<file path="src/rtl/sram22_port_ctrl.sv">
// sram22_port_ctrl: valid/ready initiator for one sram22 single-port macro.
// Ports:
//   clk, rst_n (async, active low)
//   req_*      request stream (we/wmask/addr/wdata) in, req_ready out
//   rsp_*      read-response stream out, rsp_ready in
//   sram_*     macro pins; we/wmask/addr/din out, dout in (1-cycle read)
module sram22_port_ctrl #(
    parameter int DATA_WIDTH  = 32,
    parameter int ADDR_WIDTH  = 9,
    parameter int WMASK_WIDTH = 1,
    parameter int RSP_DEPTH   = 2
) (
    input  logic                   clk,
    input  logic                   rst_n,
    input  logic                   req_valid,
    output logic                   req_ready,
    input  logic                   req_we,
    input  logic [WMASK_WIDTH-1:0] req_wmask,
    input  logic [ADDR_WIDTH-1:0]  req_addr,
    input  logic [DATA_WIDTH-1:0]  req_wdata,
    output logic                   rsp_valid,
    input  logic                   rsp_ready,
    output logic [DATA_WIDTH-1:0]  rsp_rdata,
    output logic                   sram_we,
    output logic [WMASK_WIDTH-1:0] sram_wmask,
    output logic [ADDR_WIDTH-1:0]  sram_addr,
    output logic [DATA_WIDTH-1:0]  sram_din,
    input  logic [DATA_WIDTH-1:0]  sram_dout
);

    localparam int PTR_W = $clog2(RSP_DEPTH);
    localparam int CNT_W = $clog2(RSP_DEPTH + 1);
    localparam logic [PTR_W-1:0] LAST_PTR = PTR_W'(RSP_DEPTH - 1);
    localparam logic [CNT_W:0]   DEPTH_W  = (CNT_W + 1)'(RSP_DEPTH);

    logic [DATA_WIDTH-1:0] fifo_q [RSP_DEPTH];
    logic [PTR_W-1:0]      wr_ptr_q, wr_ptr_d;
    logic [PTR_W-1:0]      rd_ptr_q, rd_ptr_d;
    logic [CNT_W-1:0]      count_q, count_d;
    logic                  rd_pend_q, rd_pend_d;

    logic                  fire;
    logic                  push;
    logic                  pop;
    logic                  read_credit;
    logic [CNT_W:0]        occ;

    assign push = rd_pend_q;
    assign rsp_valid = (count_q != '0);
    assign pop = rsp_valid && rsp_ready;

    // Slots already claimed by buffered or in-flight reads, less the one
    // leaving this cycle. pop implies count_q >= 1, so no underflow.
    assign occ = {1'b0, count_q}
               + (CNT_W + 1)'(rd_pend_q)
               - (CNT_W + 1)'(pop);
    assign read_credit = (occ < DEPTH_W);

    // rst_n gates ready so nothing fires while reset is held.
    assign req_ready = rst_n && (req_we || read_credit);
    assign fire = req_valid && req_ready;

    assign sram_we    = fire && req_we;
    assign sram_wmask = req_wmask;
    assign sram_addr  = req_addr;
    assign sram_din   = req_wdata;

    assign rsp_rdata = fifo_q[rd_ptr_q];

    always_comb begin
        rd_pend_d = fire && !req_we;
        wr_ptr_d  = wr_ptr_q;
        rd_ptr_d  = rd_ptr_q;
        count_d   = count_q;
        if (push) begin
            wr_ptr_d = (wr_ptr_q == LAST_PTR) ? '0 : wr_ptr_q + 1'b1;
        end
        if (pop) begin
            rd_ptr_d = (rd_ptr_q == LAST_PTR) ? '0 : rd_ptr_q + 1'b1;
        end
        unique case ({push, pop})
            2'b10:   count_d = count_q + 1'b1;
            2'b01:   count_d = count_q - 1'b1;
            default: count_d = count_q;
        endcase
    end

    always_ff @(posedge clk or negedge rst_n) begin
        if (!rst_n) begin
            wr_ptr_q  <= '0;
            rd_ptr_q  <= '0;
            count_q   <= '0;
            rd_pend_q <= 1'b0;
        end else begin
            wr_ptr_q  <= wr_ptr_d;
            rd_ptr_q  <= rd_ptr_d;
            count_q   <= count_d;
            rd_pend_q <= rd_pend_d;
        end
    end

    // Storage needs no reset; validity lives in count_q. sram_dout is
    // sampled here before any write issued this cycle reaches the macro.
    always_ff @(posedge clk) begin
        if (push) begin
            fifo_q[wr_ptr_q] <= sram_dout;
        end
    end

    a_no_overflow: assert property (
        @(posedge clk) disable iff (!rst_n)
        !(push && !pop && (count_q == CNT_W'(RSP_DEPTH)))
    );

endmodule

</file>
<file path="config.mk">
export PLATFORM = sky130hd
export DESIGN_NAME = sram22_port_ctrl
export DESIGN_NICKNAME = d
export VERILOG_FILES = /design/src/rtl/sram22_port_ctrl.sv
export SDC_FILE = /design/constraint.sdc
export NUM_CORES = 1
export LEC_CHECK = 0
export ABC_AREA = 1
export BUFFER_PORTS_ARGS = -buffer_cell sky130_fd_sc_hd__clkbuf_2
export CAP_MARGIN = 20
export CORE_MARGIN = 2
export CORE_UTILIZATION = 49
export DETAILED_ROUTE_END_ITERATION = 8
export PLACE_DENSITY = 0.94
export SLEW_MARGIN = 40
export SYNTH_ARGS = -nofsm -noshare
export SYNTH_HDL_FRONTEND = slang
export SYNTH_SLANG_ARGS = --single-unit
</file>
<file path="constraint.sdc">
create_clock -name clk -period 6 [get_ports clk]
set_clock_uncertainty 0.15 [all_clocks]
set_input_delay 0.9 -clock clk [delete_from_list [all_inputs] [get_ports clk]]
set_output_delay 0.9 -clock clk [all_outputs]
set_load 0.1 [all_outputs]
</file>
==> flow_metrics.env <==
export IMPL_syn_cell_area_um2=3017
export IMPL_max_freq_ghz=0.2546
export IMPL_fin_cells=360
export IMPL_h_tree_depth=3
export IMPL_maxCapViolCount=0
export IMPL_post_route_min_period_ns=3.928
export IMPL_worst_path_largest_cell_delay_ns=0.51
export IMPL_r2r_end="push"
export IMPL_finish_net_count=363
export IMPL_timing_rr_start="count_q[1]"
export IMPL_setup_tns_final_ns=0
export IMPL_synth_ff_latch_count=69
export IMPL_die_w_um=82.46
export IMPL_numPlacedInstances=345
export IMPL_antenna_cells_inserted=0
export IMPL_cts_inserted_buffers=9
export IMPL_grt_most_used_layer="met2"
export IMPL_grt_max_degree=34
export IMPL_share_of_the_clock_period_used_by_the_worst_path_pct=65.46
export IMPL_worst_r2r_setup_slack_ns=3.68
export IMPL_synthesized_area_per_cell_um2=12.26
export IMPL_critPathBufInv=4
export IMPL_cts_hold_fix_buffers=0
export IMPL_global_route_usage_total_pct=17.21
export IMPL_final_max_slew_violation_count=0
export IMPL_grt_pass1_vias=1677
export IMPL_numPortBuffers=71
export IMPL_top_family_by_delay_on_critical_path="adder cells"
export IMPL_edff_count_synth=64
export IMPL_worst_setup_path_type="primary input to output port"
export IMPL_met2_capacity_usage_during_global_routing_pct=31.21
export IMPL_ys_warn_count=0
export IMPL_synth_async_sr_flop_share_pct=7.246
export IMPL_cts_tree="built"
export IMPL_postcts_setup_bufs=0
export IMPL_dp_hpwl_mm=4.166
export IMPL_global_route_wire_length_before_repair_mm=8.176
export IMPL_clkSinkCount=69
export IMPL_worst_ep_required_time_ns=4.95
export IMPL_drt_wirelength_per_cell_um=15.78
export IMPL_post_cts_resized_instances=0
export IMPL_syn_num_nets=328
export IMPL_vias_per_cell=4.767
export IMPL_gr_usage_met1_pct=17.12
export IMPL_syn_instance_count=246
export IMPL_final_hold_violation_count=0
export IMPL_postSynth_topFlopCell="sky130_fd_sc_hd__edfxtp_1"
export IMPL_synth_cell_types=19
export IMPL_boundaryPins=156
export IMPL_drt_wl_total_mm=5.681
export IMPL_setup_worst_path_end_class="output port"
export IMPL_gp_congestion=0.6714
export IMPL_crit_top_cell="sky130_fd_sc_hd__nand2_1"
export IMPL_max_clock_path_buffers=2
export IMPL_via_count=1716
export IMPL_drt_pass1_iter_count=4
export IMPL_outcome="finished clean"
export IMPL_timing_hold_ws_ns=0.2470
export IMPL_setup_worst_path_start_class="primary input"
export IMPL_drc=0
export IMPL_path_max_fanout=3
export IMPL_grt_remaining_overflow=0
export IMPL_globalRouteMet3Util_pct=6.413
export IMPL_timing_critical_path_arrival_ns=2.88
export IMPL_cts_clk_slew_worst_paths_ns=0.06
export IMPL_cts_root_buf="sky130_fd_sc_hd__clkbuf_8"
export IMPL_initial_utilization_pct=50.95
export IMPL_drive_above_1_share_pct=34.74
export IMPL_timing_max_slew_rel_slack_pct=55.10
export IMPL_placement_rows=28
export IMPL_dieArea_um2=6800
export IMPL_insertion_delay_ns=0.33
export IMPL_area_growth_pct=8.295
export IMPL_critical_path_slowest_cell="sky130_fd_sc_hd__fa_1"
export IMPL_crit_chain="clkbuf_2, nand2_1, inv_1, ha_1, inv_1, nand2_1, fa_1, nand2_1, nor2_1, o21a_1, clkbuf_2"
export IMPL_grt_setup_unrepaired="false"
export IMPL_placeableCoreArea_um2=5921
export IMPL_grt_antenna_before_repair=0
export IMPL_reg2regPathDepth=12
export IMPL_postRouteAntennaNets=0
export IMPL_hold_path_class="primary input to async pin"
export IMPL_floorplan_die_height_um=82.46
export IMPL_setup_viol=0
export IMPL_first_iter_violations=74
export IMPL_timing_worst_slew_pin_value_ns=0.6734
export IMPL_synth_yosys_seq_area_share_pct=67.86
-- cell usage in the layout, fill, tap and decap left out, types with 2 or more instances in the layout --
cell	synthesis	final
sky130_fd_sc_hd__nand2_1	91	91
sky130_fd_sc_hd__clkinv_2	0	2
sky130_fd_sc_hd__dfrtp_1	5	4
sky130_fd_sc_hd__nand3_1	2	2
sky130_fd_sc_hd__clkbuf_1	0	3
sky130_fd_sc_hd__clkbuf_2	0	71
sky130_fd_sc_hd__clkbuf_8	0	9
sky130_fd_sc_hd__nand2_2	11	11
sky130_fd_sc_hd__xor2_1	2	2
sky130_fd_sc_hd__edfxtp_1	64	64
sky130_fd_sc_hd__nor2_1	3	2
sky130_fd_sc_hd__inv_1	10	10
sky130_fd_sc_hd__ha_1	2	2
-- worst max-delay path by stage --
stage	from	end	slack [ns]	depth (start not counted)
floorplan	count_q[1]	req_ready	2.07	11
global placement	rsp_ready	req_ready	2.18	11
detailed placement	rsp_ready	req_ready	2.06	11
CTS	rsp_ready	req_ready	2.06	11
global route	count_q[1]	req_ready	1.92	12
finish	rsp_ready	req_ready	2.07	11
-- metrics by stage --
step	utilization [%]	worst slack (ns)	area [um2]
floorplan	-	2.066	3017
global placement	52.18	2.180	3089
detailed placement	52.66	2.062	3118
CTS	55.18	2.059	3267
global route	55.18	1.922	3267
finish	55.18	2.072	3267
-- cells in the mapped netlist, types with 2 or more instances --
cell type | instances | area [um2]
sky130_fd_sc_hd__nor2_1 | 3 | 11.26
sky130_fd_sc_hd__xor2_1 | 2 | 17.52
sky130_fd_sc_hd__nand2_2 | 11 | 68.82
sky130_fd_sc_hd__nand3_1 | 2 | 10.01
sky130_fd_sc_hd__nand2_1 | 91 | 341.6
sky130_fd_sc_hd__inv_1 | 10 | 37.54
sky130_fd_sc_hd__buf_4 | 45 | 337.8
sky130_fd_sc_hd__ha_1 | 2 | 25.02
sky130_fd_sc_hd__buf_6 | 3 | 33.78
sky130_fd_sc_hd__edfxtp_1 | 64 | 1922
sky130_fd_sc_hd__dfrtp_1 | 5 | 125.1
-- final cells by class --
type                    instances  area, um2
repair buffers                 73      390.4
flip-flops and latches         69       2048
inverters                      12      52.55
fillers                       480       2654
well taps                      75      93.84
clock inverters                 3      13.76
clock buffers                  12      135.1
multi-input cells             116      533.0
-- logic make-up (layout without fill, tap and decap cells) --
group                    after synthesis  count (layout)  share of synthesized area (%)
AO/OA/AOI/OAI                          2               2                         0.5393
XOR/XNOR                               3               3                         0.8712
adder cells (fa/ha/maj)                3               3                          1.493
buffers and inverters                 61             100                          14.72
flip-flops                            69              69                          67.86
AND/OR/NAND/NOR                      108             108                          14.52
-- metal layers --
| layer | up-vias | part of all wire (%) |
|---|---|---|
| met2 | 80 | 55 |
| met1 | 781 | 33 |
| met3 | 24 | 8.8 |
| met4 | 0 | 2.9 |
| met5 | - | 0 |
| li1 | 831 | - |
-- registers in the layout, summed over array words and instances (netlist names) --
signal,count
fifo_q,64
rd_ptr_q,1
push,1
count_q,2
wr_ptr_q,1
Power is left out: the tool's default activity adds up to more than one toggle a clock period on the data nets, which glitch-free logic cannot reach.
